<file path="config.mk">
export PLATFORM = sky130hd
export DESIGN_NAME = sram_fifo_ctrl
export DESIGN_NICKNAME = d
export VERILOG_FILES = /design/src/rtl/sram_fifo_ctrl.sv
export SDC_FILE = /design/constraint.sdc
export NUM_CORES = 1
export LEC_CHECK = 0
export ABC_AREA = 1
export CAP_MARGIN = 25
export CORE_MARGIN = 2
export CORE_UTILIZATION = 45
export DETAILED_ROUTE_END_ITERATION = 10
export DONT_BUFFER_PORTS = 1
export PLACE_DENSITY = 0.66
export SYNTH_ARGS = -nofsm -noshare
export SYNTH_HDL_FRONTEND = slang
export SYNTH_SLANG_ARGS = --single-unit
</file>
<file path="constraint.sdc">
create_clock -name clk -period 2.7 [get_ports clk]
set_input_delay 0.54 -clock clk [delete_from_list [all_inputs] [get_ports clk]]
set_output_delay 0.54 -clock clk [all_outputs]
set_load 0.02 [all_outputs]
</file>
<file path="src/rtl/sram_fifo_ctrl.sv">
// Synchronous FIFO controller wrapped around a one-write/one-read SRAM used as a circular buffer.
// Provides occupancy flags, one-cycle read latency and sticky overflow/underflow reporting.

module sync_dualport_sram #(
  parameter int DATA_BITS = 8,
  parameter int ADDR_BITS = 4
) (
  input  logic                 clk_i,
  input  logic                 we_i,
  input  logic [ADDR_BITS-1:0] waddr_i,
  input  logic [DATA_BITS-1:0] wdata_i,
  input  logic                 re_i,
  input  logic [ADDR_BITS-1:0] raddr_i,
  output logic [DATA_BITS-1:0] rdata_o
);
  logic [DATA_BITS-1:0] mem_q [2**ADDR_BITS];
  logic [DATA_BITS-1:0] rdata_q;

  // Non-blocking update gives read-before-write when both ports hit the same address.
  always_ff @(posedge clk_i) begin
    if (we_i) mem_q[waddr_i] <= wdata_i;
    if (re_i) rdata_q <= mem_q[raddr_i];
  end

  assign rdata_o = rdata_q;
endmodule

module sram_fifo_ctrl #(
  parameter int DATA_BITS = 8,
  parameter int ADDR_BITS = 4,
  parameter int AF_LEVEL  = (1 << ADDR_BITS) - 2
) (
  input  logic                 clk,
  input  logic                 reset,
  input  logic                 flush,
  input  logic                 wr_en,
  input  logic [DATA_BITS-1:0] wr_data,
  input  logic                 rd_en,
  output logic [DATA_BITS-1:0] rd_data,
  output logic                 rd_valid,
  output logic [ADDR_BITS:0]   count,
  output logic                 empty,
  output logic                 full,
  output logic                 almost_full,
  output logic                 overflow,
  output logic                 underflow,
  input  logic                 clear_errors
);
  localparam logic [ADDR_BITS:0] DEPTH_C = (ADDR_BITS+1)'(1 << ADDR_BITS);
  localparam logic [ADDR_BITS:0] AF_C    = (ADDR_BITS+1)'(AF_LEVEL);

  logic [ADDR_BITS-1:0] wr_ptr_q, wr_ptr_d;
  logic [ADDR_BITS-1:0] rd_ptr_q, rd_ptr_d;
  logic [ADDR_BITS:0]   count_q, count_d;
  logic                 rd_valid_q, rd_valid_d;
  logic                 overflow_q, overflow_d;
  logic                 underflow_q, underflow_d;
  logic                 rd_acc, wr_acc, rd_ok, wr_ok;

  assign empty       = (count_q == '0);
  assign full        = (count_q == DEPTH_C);
  assign almost_full = (count_q >= AF_C);

  // Acceptance ignores flush for error reporting; the _ok versions actually move state.
  assign rd_acc = rd_en && !empty;
  assign wr_acc = wr_en && (!full || rd_acc);
  assign rd_ok  = rd_acc && !flush;
  assign wr_ok  = wr_acc && !flush;

  always_comb begin
    wr_ptr_d    = wr_ptr_q;
    rd_ptr_d    = rd_ptr_q;
    count_d     = count_q;
    rd_valid_d  = rd_ok;
    overflow_d  = (overflow_q  && !clear_errors) || (wr_en && !wr_acc && !flush);
    underflow_d = (underflow_q && !clear_errors) || (rd_en && !rd_acc && !flush);
    if (flush) begin
      wr_ptr_d = '0;
      rd_ptr_d = '0;
      count_d  = '0;
    end else begin
      if (wr_ok) wr_ptr_d = wr_ptr_q + 1'b1;
      if (rd_ok) rd_ptr_d = rd_ptr_q + 1'b1;
      case ({wr_ok, rd_ok})
        2'b10:   count_d = count_q + 1'b1;
        2'b01:   count_d = count_q - 1'b1;
        default: count_d = count_q;
      endcase
    end
  end

  always_ff @(posedge clk) begin
    if (reset) begin
      wr_ptr_q    <= '0;
      rd_ptr_q    <= '0;
      count_q     <= '0;
      rd_valid_q  <= 1'b0;
      overflow_q  <= 1'b0;
      underflow_q <= 1'b0;
    end else begin
      wr_ptr_q    <= wr_ptr_d;
      rd_ptr_q    <= rd_ptr_d;
      count_q     <= count_d;
      rd_valid_q  <= rd_valid_d;
      overflow_q  <= overflow_d;
      underflow_q <= underflow_d;
    end
  end

  sync_dualport_sram #(
    .DATA_BITS(DATA_BITS),
    .ADDR_BITS(ADDR_BITS)
  ) u_sram (
    .clk_i  (clk),
    .we_i   (wr_ok),
    .waddr_i(wr_ptr_q),
    .wdata_i(wr_data),
    .re_i   (rd_ok),
    .raddr_i(rd_ptr_q),
    .rdata_o(rd_data)
  );

  assign count     = count_q;
  assign rd_valid  = rd_valid_q;
  assign overflow  = overflow_q;
  assign underflow = underflow_q;
endmodule

</file>
Yosys cells after proc, flatten, opt, wreduce, memory -nomap -nowiden

Memories as Yosys holds them, arrays and structs flattened. A register that Yosys moved wholly into a read port is not among the register bits.
Index checks and enable logic that the tools add are counted.

Input bits: 14
ROM bits: 0
Memories kept: 1
Memory bits (writable): 128
Word-level logic and storage cells: 40
Latch bits: 0
Register bits after elaboration: 16

Memory list:

| memory       | words | width | rd ports | clocked after Yosys merged registers in | write ports | line | source |
|---|---|---|---|---|---|---|---|
| u_sram.mem_q | 16    | 8     | 1        | 1                                       | 1           | 16   | `logic [DATA_BITS-1:0] mem_q [2**ADDR_BITS];` |

Add/subtract/negate cells: 4
Equal/unequal tests: 3
Reduce and logical (&&, ||, !) cells: 22
Divide/modulo/power cells: 0
Bitwise operators: 0
Shifts and indexed selects: 0
Mux-type cells: 3
$mul: 0
Magnitude comparators: 1

Operator list:

| cell                  | count |
|---|---|
| $logic_and A1 B1 Y1   | 10 |
| $pmux W5 S2           | 1 |
| $add A4 B1 Y4 const B | 2 |
| $logic_not A1 Y1      | 6 |
| $add A5 B1 Y5 const B | 1 |
| $eq A5 B5 Y1 const B  | 1 |
| $ge A5 B4 Y1 const B  | 1 |
| $logic_not A5 Y1      | 1 |
| $sub A5 B1 Y5 const B | 1 |
| $logic_or A1 B1 Y1    | 3 |
| $eq A2 B1 Y1 const B  | 1 |
| $eq A2 B2 Y1 const B  | 1 |
| $mux W1               | 2 |
| $reduce_bool A2 Y1    | 1 |
| $reduce_or A2 Y1      | 1 |

Logic depth before layout (Yosys ltp)

Gate-level depths: netlist (run 1).

Word-level depth: 9
Depth in mapped cells: 13

Hierarchy

A second synthesis (run 1) with hierarchy kept.

Cell total of the unflattened synthesis: 677
Area total of the unflattened synthesis: 6776.5 µm²

By module, submodules not included:

| module             | cells each | area an instance (µm²) | times used | seq. area each (µm²) |
|---|---|---|---|---|
| sync_dualport_sram | 551        | 5846.9                 | 1          | 4083.9 |
| sram_fifo_ctrl     | 126        | 929.6                  | 1          | 320.3 |

Worst setup path before layout (run 1)

No wires, ideal clock.

Path kind: register to register
Start: reg count_q[4] (netlist: count[4])
End: reg count_q[3] (netlist: count[3])
Buffers on the path: 0
Setup slack: 0.322 ns
Stages on the path, launching flop included: 13
Required time: 2.585 ns
Data arrival time: 2.263 ns
Path through: dfxtp_1 -> inv_1 -> nand3_1 -> nand2_1 -> inv_1 -> ha_1 -> ha_1 -> a21oi_1 -> nand2_1 -> nand2_1 -> nand2_1 -> o21ai_0 -> inv_1

Elaborated cells on any way between the ends: 13
Classes of those cells: 3 x eq/ne; 1 x mux; 9 x reduce/logical

RTL lines:

| what                                                     | line | source |
|---|---|---|
| start, declared                                          | 54   | `logic [ADDR_BITS:0] count_q, count_d;` |
| start signal, assigned                                   | 103  | `count_q <= count_d;` |
| $logic_not A5 Y1 (*)                                     | 60   | `assign empty = (count_q == '0);` |
| $logic_not A1 Y1 (*)                                     | 65   | `assign rd_acc = rd_en && !empty;` |
| $logic_and A1 B1 Y1 (*)                                  | 65   |  |
| $logic_and A1 B1 Y1 (*)                                  | 67   | `assign rd_ok = rd_acc && !flush;` |
| named net rd_ok                                          | 58   | `logic rd_acc, wr_acc, rd_ok, wr_ok;` |
| $eq A2 B1 Y1 / $eq A2 B2 Y1 (equally long branches)      | 84   | `case ({wr_ok, rd_ok})` |
| $pmux W5 S2 / $reduce_bool A2 Y1 (equally long branches) | -    |  |

Mark *: on every way through the listed nets, which the timed path passes. The rest lies on a longest branch.
A chain may end at the register's enable or synchronous reset.

Worst setup path after layout (run 1)

Start: reg count_q[2] (netlist: count[2])
End: reg count_q[3] (netlist: count[3])

The elaborated chain is that of the path after synthesis.

==> results of run 1 <==
-- stage by stage --
stage	hold slack (ns)	util, %	total power [mW]
floorplan	0.477	-	2.74
global placement	0.510	48.1	2.77
detailed placement	0.528	48.1	2.77
CTS	0.163	52.7	5.35
global route	0.167	52.7	5.45
finish	0.179	52.7	5.33
-- placed cells by master, fill, tap and decap left out --
| master | netlist | final |
|---|---|---|
| nand4_1 | 1 | 1 |
| nor2_1 | 72 | 72 |
| xnor2_1 | 1 | 1 |
| o21ai_0 | 28 | 28 |
| ha_1 | 9 | 9 |
| nand3_1 | 60 | 60 |
| xor2_1 | 6 | 6 |
| o211ai_1 | 19 | 19 |
| o21ai_1 | 5 | 5 |
| fa_1 | 1 | 1 |
| nand2_2 | 1 | 2 |
| clkbuf_1 | 6 | 4 |
| a21oi_1 | 13 | 13 |
| nand4_2 | 1 | 1 |
| dfxtp_1 | 16 | 15 |
| nand2_1 | 124 | 123 |
| clkinv_2 | 0 | 2 |
| nor2_2 | 1 | 1 |
| inv_1 | 42 | 42 |
| dfxtp_2 | 0 | 1 |
| clkinv_1 | 1 | 4 |
| nor3_1 | 16 | 16 |
| buf_4 | 7 | 26 |
| edfxtp_1 | 136 | 136 |
| inv_2 | 1 | 1 |
| bufinv_16 | 0 | 6 |
| clkbuf_16 | 0 | 17 |
-- kinds of logic after synthesis --
kind of cell | count (synthesis) | synth area share [%]
XOR/XNOR | 7 | 0.951
adder cells (fa/ha/maj) | 10 | 2.06
buffers and inverters | 73 | 5.05
AO/OA/AOI/OAI | 65 | 5.79
AND/OR/NAND/NOR | 276 | 17.8
flip-flops | 152 | 68.3
-- path summary, 6_finish.rpt --
| kind | cells past startpoint | from | end | slack (ns) |
|---|---|---|---|---|
| max | 12 | count[2] | count[3] | 0.35 |
| min | 1 | reset | overflow | 0.18 |
| max reg2reg | 12 | count[2] | count[3] | 0.35 |
| min reg2reg | 2 | wr_ptr_q[3] | wr_ptr_q[3] | 0.54 |
-- layout make-up --
type	instances	area, um2
clock inverters	11	201
multi-input cells	358	1720
clock buffers	21	440
flip-flops and latches	152	4410
inverters	44	165
repair buffers	26	195
well taps	180	225
fillers	1212	6590
-- per-layer routing --
layer	vias to the layer above	track usage [%]	part of all wire [%]
li1	2035	-	-
met2	137	33.2	51
met5	-	0	0
met3	21	4.67	5.2
met1	2060	25.9	43
met4	0	7.17	1.6
-- registers in the layout, indices dropped and copies added (netlist names) --
register	flops
rd_valid	1
rd_ptr_q	4
overflow	1
underflow	1
wr_ptr_q	4
u_sram.mem_q	128
count	5
u_sram.rdata_o	8
-- worst max-delay path, stage by stage, from the launching register on --
cell	delay, ns
dfxtp_1	0.41
nor2_2	0.20
nand3_1	0.13
nand2_2	0.16
inv_1	0.08
ha_1	0.32
ha_1	0.39
a21oi_1	0.17
nand2_1	0.08
nand2_1	0.06
nand2_1	0.04
o21ai_0	0.15
inv_1	0.06
-- where the power goes --
part           leakage (nW)  internal [mW]  switching [mW]
combinational          1.06         0.0408          0.0917
sequential             1.36           2.58          0.0171
clock                 0.312           1.72           0.881
==> impl_metrics.toml, run 1 <==
[status]
status = "completed"

[clocking]
tritoncts = "done"
clkSinkCount = 152
cts_hold_buf = 0
cts_resized = 0
cts_buffers = 17
cts.htree.levels = 4
post_cts.repair.setup_buffers = 0
cts.clk_slew.worst_paths_ns = 0.06
clock_path_buffers = 2
worst_skew_pair.late_latency_ns = 0.42
clockRootBuffer = "clkbuf_16"

[synth]
synth-main-ff-cell = "edfxtp_1"
syn_inst = 583
synth.top_cell.area_share_pct = 63.4
yosysWarnings = 0
yosysSeqAreaShare_pct = 68.3
synth.most_common_cell = "edfxtp_1"
synth_top_cell_by_area = "edfxtp_1"
synthArstFlopShare_pct = 0
synth_cell_types = 26
avgSynthCellArea_um2 = 11.1
synth_edf_count = 136
ys_ff_latch = 152
ys_top_cells_by_count = "edfxtp_1 (136), nand2_1 (124), nor2_1 (72)"
synth.net_count = 607
synth_area_mm2 = 0.00644
ys_top_cells_by_area = "edfxtp_1 (63%), nand2_1 (7.2%), dfxtp_1 (5.0%)"

[global_routing]
antenna_found_initial = 0
grt_max_degree = 56
track_usage_pct = 20.0
overflow = 0
grt_pass1_vias = 4111
grt_pass1_wl_um = 22200

[final_layout]
final_cell_area_mm2 = 0.00735
syn_to_final_growth_pct = 14.1
final_cell_count_no_fill = 792
diodes = 0
drive_above_1_share_pct = 9.31
layout.nets = 623

[setup_path]
crit_path_end_kind = "register"
worstPathRequired_ns = 3.02
crit_type = "reg -> reg"
start_kind = "register"
crit_fanout = 8
critPathArrivalTime_ns = 2.67

[timing]
setup_slack_ns = 0.346
fin_skew_ns = 0.00516
period_share_pct = 87.2
setup_tns_ns = 0
rsz0062_at_grt = "false"
hold_viol = 0
setup_violations = 0
tightest_slew_ns = 0.866
drv_slew = 0
fmax_ghz = 0.425
fin_crit_ns = 2.35
slew_headroom_pct = 42.2

[die]
start_util_pct = 46.2
dieArea_mm2 = 0.0153
core_mm2 = 0.0139
die_w_um = 124
pin_count = 33
num_rows = 43
chipHeight_um = 124

[route]
via_count = 4253
wire_per_inst_um = 18.2
drcViolationCount = 0
vias_per_cell = 5.37
drt_wl_total_um = 14400
antenna_left = 0
first_iter_violations = 489
dr.pass1.iters = 5

[placement]
gp_congestion = 0.830
placed_cell_area_mm2 = 0.00671
io_buffers = 0
pre_cts_ws_ns = 0.304
dp_hpwl_um = 8870
place_inst = 760

[run]
drv_cap = 0

[hold_path]
worst_hold_path_type = "in -> reg"

[power]
vdd_drop_max_v = 0.000417
power.leakage_nw = 2.73
power-per-cell-area_mw_per_mm2 = 725
Note: power is estimated with default switching activity, not from simulation.
==> run 2, diff against run 1 <==
--- a/config.mk
+++ b/config.mk
@@ -12,6 +12,7 @@
 export DETAILED_ROUTE_END_ITERATION = 10
 export DONT_BUFFER_PORTS = 1
 export PLACE_DENSITY = 0.66
+export SLEW_MARGIN = 40
 export SYNTH_ARGS = -nofsm -noshare
 export SYNTH_HDL_FRONTEND = slang
 export SYNTH_SLANG_ARGS = --single-unit
==> run 2 against run 1 <==
Effect of this change:
- via count hardly changed
- combinational power hardly changed
- die area stayed put
- clock skew hardly changed
- sequential power hardly changed
- critical path depth stayed put
- final area hardly changed
- register-to-register slack hardly changed
- critical endpoint unchanged
- largest power group unchanged
==> impl_metrics.toml, run 2 (synthesis results as in run 1) <==
[status]
status = "completed"

[global_routing]
track_usage_pct = 20.0
overflow = 0
grt_pass1_wl_um = 22200
grt_pass1_vias = 4111
antenna_found_initial = 0
grt_max_degree = 56

[power]
power-per-cell-area_mw_per_mm2 = 724
power.leakage_nw = 2.73
vdd_drop_max_v = 0.000418

[final_layout]
final_cell_count_no_fill = 792
largest_register_ff_count = 128
syn_to_final_growth_pct = 14.1
layout_commonest_cell = "edfxtp_1"
regMostFlops = "u_sram.mem_q"
fin_util_pct = 52.8
final_cell_mix = "edfxtp_1 (136), nand2_1 (123), nor2_1 (72)"
drive_above_1_share_pct = 9.31
layout.nets = 623
diodes = 0

[route]
via_count = 4254
wire_per_inst_um = 18.1
dr.pass1.iters = 5
drt_wl_total_um = 14400
antenna_left = 0
drcViolationCount = 0
first_iter_violations = 487
vias_per_cell = 5.37

[setup_path]
rr_worst_depth = 12
crit_start = "count[2]"
start_kind = "register"
slowest_stage = "dfxtp_1"
path_cells = "nor2_2, nand3_1, nand2_2, inv_1, ha_1, ha_1, a21oi_1, nand2_1, nand2_1, nand2_1, o21ai_0, inv_1"
r2r_slack_ns = 0.35
cp-endpoint = "count[3]"
worstPathRequired_ns = 3.02
worst_path_most_repeated_cell = "nand2_1"
slowest_delay_ns = 0.41
critPathArrivalTime_ns = 2.67
r2r-start = "count[2]"
r2r_end = "count[3]"
crit_path_end_kind = "register"
crit_type = "reg -> reg"
crit_fanout = 8

[clocking]
worst_skew_pair.late_latency_ns = 0.42
tritoncts = "done"
cts.clk_slew.worst_paths_ns = 0.06
clock_path_buffers = 2
cts.htree.levels = 4
clockRootBuffer = "clkbuf_16"
cts_buffers = 17
cts_hold_buf = 0
clkSinkCount = 152

[timing]
setup_tns_ns = 0
tightest_slew_ns = 0.708
fin_crit_ns = 2.35
setup_violations = 0
rsz0062_at_grt = "false"
drv_slew = 0
slew_headroom_pct = 52.7
fmax_ghz = 0.425
period_share_pct = 87.2
fin_skew_ns = 0.00519
hold_viol = 0

[die]
dieArea_mm2 = 0.0153
core_mm2 = 0.0139
start_util_pct = 46.2
num_rows = 43
chipHeight_um = 124
pin_count = 33
die_w_um = 124

[placement]
io_buffers = 0
place_inst = 760
gp_congestion = 0.830
dp_hpwl_um = 8870

[hold_path]
hold_path_depth = 1
worst_hold_path_type = "in -> reg"

[run]
drv_cap = 0
[run 2: cell types whose count changed in the layout (fill, tap and decap cells not counted), sizes merged]
| cell | previous run | this run |
|---|---|---|
| clkinv | 6 | 7 |
| inv | 43 | 42 |
[run 2: worst min-delay path by stage]
| stage | end | slack (ns) | start |
|---|---|---|---|
| floorplan | wr_ptr_q[3] | 0.48 | wr_ptr_q[3] |
| global placement | wr_ptr_q[3] | 0.51 | wr_ptr_q[3] |
| detailed placement | wr_ptr_q[3] | 0.53 | wr_ptr_q[3] |
| CTS | overflow | 0.16 | reset |
| global route | overflow | 0.17 | reset |
| finish | overflow | 0.18 | reset |
[run 2: timing repair]
item | 4_1_cts | 5_1_grt
endpoints found under the setup margin | 0 | 1
resized for setup | 0 | 1
setup buffers | 0 | 0
[run 2: report_power, final]
part | internal (mW) | total [mW] | switching [mW]
logic | 0.0408 | 0.132 | 0.0914
clock network | 1.72 | 2.60 | 0.879
registers | 2.58 | 2.59 | 0.0172
[run 2: per-layer routing]
metal / GRT usage, % / share of wire [%] / vias to the layer above
li1: - / - / 2033
met3: 4.67 / 5.2 / 22
met5: 0 / 0 / -
met4: 7.17 / 1.6 / 0
met2: 33.2 / 51 / 129
met1: 25.9 / 42 / 2070
[run 2: layout make-up]
cell class              count  area, um2
fillers                  1212       6580
inverters                  44        166
well taps                 180        225
clock inverters            11        201
clock buffers              21        440
multi-input cells         358       1720
flip-flops and latches    152       4410
repair buffers             26        195
[run 2: stage by stage]
step / total power [mW] / setup slack, ns / cell area (um2) / hold slack, ns
floorplan: 2.74 / 0.322 / 6440 / 0.477
global placement: 2.77 / 0.415 / 6710 / 0.510
detailed placement: 2.77 / 0.304 / 6710 / 0.528
CTS: 5.35 / 0.287 / 7350 / 0.163
global route: 5.45 / 0.0678 / 7350 / 0.167
finish: 5.32 / 0.346 / 7350 / 0.178
[run 2: worst max-delay path, delay by kind of cell (launching register included)]
family	cells	cell delay [ns]
AO/OA/AOI/OAI	2	0.32
adder cells (fa/ha/maj)	2	0.71
flip-flops	1	0.41
buffers and inverters	2	0.14
AND/OR/NAND/NOR	6	0.67
==> run 3, diff against run 2 <==
--- a/config.mk
+++ b/config.mk
@@ -15,4 +15,5 @@
 export SLEW_MARGIN = 40
 export SYNTH_ARGS = -nofsm -noshare
 export SYNTH_HDL_FRONTEND = slang
+export SYNTH_HIERARCHICAL = 1
 export SYNTH_SLANG_ARGS = --single-unit
==> constraint.sdc (replaced) <==
create_clock -name clk -period 2.7 [get_ports clk]
set_input_delay 0.54 -clock clk [delete_from_list [all_inputs] [get_ports clk]]
set_output_delay 0.54 -clock clk [all_outputs]
set_load 0.1 [all_outputs]
==> run 3 against run 2 <==
Effect of this change:
- worst hold slack is essentially flat
- via count grew 7.6%
- area after synthesis grew 5.2%
- critical path type is now reg -> out
- critical endpoint is now almost_full
- largest power group is now registers
- largest cell class unchanged
- cell count grew 14%
- utilization grew 0.16 points
- non-clock buffer count grew 6
==> impl_metrics.toml, run 3 <==
[final_layout]
final_cell_mix = "nand2_1 (196), edfxtp_1 (136), inv_1 (119)"
layout.nets = 725
syn_to_final_growth_pct = 14.3
fin_util_pct = 52.9
fill_cells = 1274
diodes = 0
final_cell_area_mm2 = 0.00775
regMostFlops = "u_sram/mem_q"
largest_register_ff_count = 128
layout_commonest_cell = "nand2_1"
drive_above_1_share_pct = 11.7
final_cell_count_no_fill = 901

[clocking]
cts.htree.levels = 4
clock_path_buffers = 2
clockRootBuffer = "clkbuf_16"
clkSinkCount = 152
cts.clk_slew.worst_paths_ns = 0.06
cts_buffers = 17
cts_hold_buf = 0
tritoncts = "done"
post_cts.repair.setup_buffers = 0
cts_resized = 0
worst_skew_pair.late_latency_ns = 0.42

[setup_path]
crit_start = "count[1]"
cp_num_cells = 4
crit_type = "reg -> out"
crit_fanout = 4
worstPathRequired_ns = 2.16
critPathArrivalTime_ns = 1.79
slowest_delay_ns = 0.37
cp-endpoint = "almost_full"
r2r_end = "count[4]"
start_kind = "register"
r2r_slack_ns = 0.48
r2r-start = "count[2]"
crit_path_end_kind = "primary output"
slowest_stage = "dfxtp_1"
cp_top_family = "buffers and inverters"
rr_worst_depth = 13
path_cells = "buf_4, inv_1, o31ai_4, buf_12"
crit_buf_inv = 3

[timing]
period_share_pct = 86.4
fin_crit_ns = 2.33
fin_skew_ns = 0.00989
tightest_slew_ns = 0.898
setup_violations = 0
drv_slew = 0
setup_tns_ns = 0
fmax_ghz = 0.429
setup_slack_ns = 0.368
whs_ns = 0.178
rsz0062_at_grt = "false"
hold_viol = 0
slew_headroom_pct = 40.3

[placement]
dp_hpwl_um = 8890
gp_congestion = 0.803
placed_cell_area_mm2 = 0.00713
pre_cts_ws_ns = 0.351
io_buffers = 0
place_inst = 868

[global_routing]
track_usage_pct = 18.7
antenna_found_initial = 0
grt_pass1_wl_um = 22900
grt_pass1_vias = 4482
overflow = 0
grt_max_degree = 65

[route]
vias_per_cell = 5.08
antenna_left = 0
drcViolationCount = 0
wire_per_inst_um = 15.9
via_count = 4579
first_iter_violations = 313
dr.pass1.iters = 5
drt_wl_total_um = 14300

[synth]
avgSynthCellArea_um2 = 10.0
yosysWarnings = 6
syn_inst = 677
synth_edf_count = 136
synthArstFlopShare_pct = 0
synth_area_mm2 = 0.00678
ys_top_cells_by_area = "edfxtp_1 (60%), nand2_1 (11%), nand3_1 (7.6%)"
synth.most_common_cell = "nand2_1"
synth.top_cell.area_share_pct = 60.3
synth_cell_types = 28
ys_top_cells_by_count = "nand2_1 (196), edfxtp_1 (136), inv_1 (119)"
synth-main-ff-cell = "edfxtp_1"
yosysSeqAreaShare_pct = 65.0
ys_ff_latch = 152
synth.net_count = 698
synth_top_cell_by_area = "edfxtp_1"

[hold_path]
worst_hold_path_type = "in -> reg"

[die]
dieArea_mm2 = 0.0161
core_mm2 = 0.0146
pin_count = 33
die_w_um = 127
chipHeight_um = 127
start_util_pct = 46.3
num_rows = 44

[run]
drv_cap = 0

[power]
power-per-cell-area_mw_per_mm2 = 672
vdd_drop_max_v = 0.000443
power.leakage_nw = 3.30
power_mw = 5.21

[status]
status = "completed"
[run 3: layout make-up]
class                           instances  area, um2  share of cell area [%]
Clock buffer                           17        425                    5.49
Clock inverter                         15        168                    2.16
Inverter                              124        468                    6.04
Multi-Input combinational cell        377       1750                    22.6
Sequential cell                       152       4410                    56.9
Tap cell                              184        230                    2.97
Timing Repair Buffer                   32        295                    3.81
[run 3: worst min-delay path by stage]
| stage | from | to | cells after the start |
|---|---|---|---|
| 2_1_floorplan | rd_ptr_q[2] | rd_ptr_q[2] | 2 |
| 3_3_place_gp | count[4] | count[4] | 2 |
| 3_5_place_dp | count[4] | count[4] | 2 |
| 4_1_cts | reset | rd_valid | 1 |
| 5_1_grt | reset | rd_valid | 1 |
| 6_report | reset | rd_valid | 1 |
[run 3: cell families after synthesis]
logic type	share of synthesized area [%]
xor gates and xnor gates	0.776
DFF	65.0
and+or+nand+nor	21.8
AOI/OAI and AO/OA	1.62
adders and majority gates	1.40
buffers and inverters	9.36
[run 3: report_power, final]
part | leakage, nW | internal [mW] | switching, mW
Combinational | 1.66 | 0.0612 | 0.168
Clock | 0.290 | 1.38 | 0.979
Sequential | 1.36 | 2.58 | 0.0361
[run 3: per-layer routing]
layer | vias to the layer above | GRT usage [%] | wire [um]
met5 | - | 0 | 0
met4 | 0 | 7.18 | 258
met3 | 18 | 4.60 | 778
met2 | 131 | 31.1 | 7140
met1 | 2191 | 24.0 | 6170
li1 | 2239 | - | -
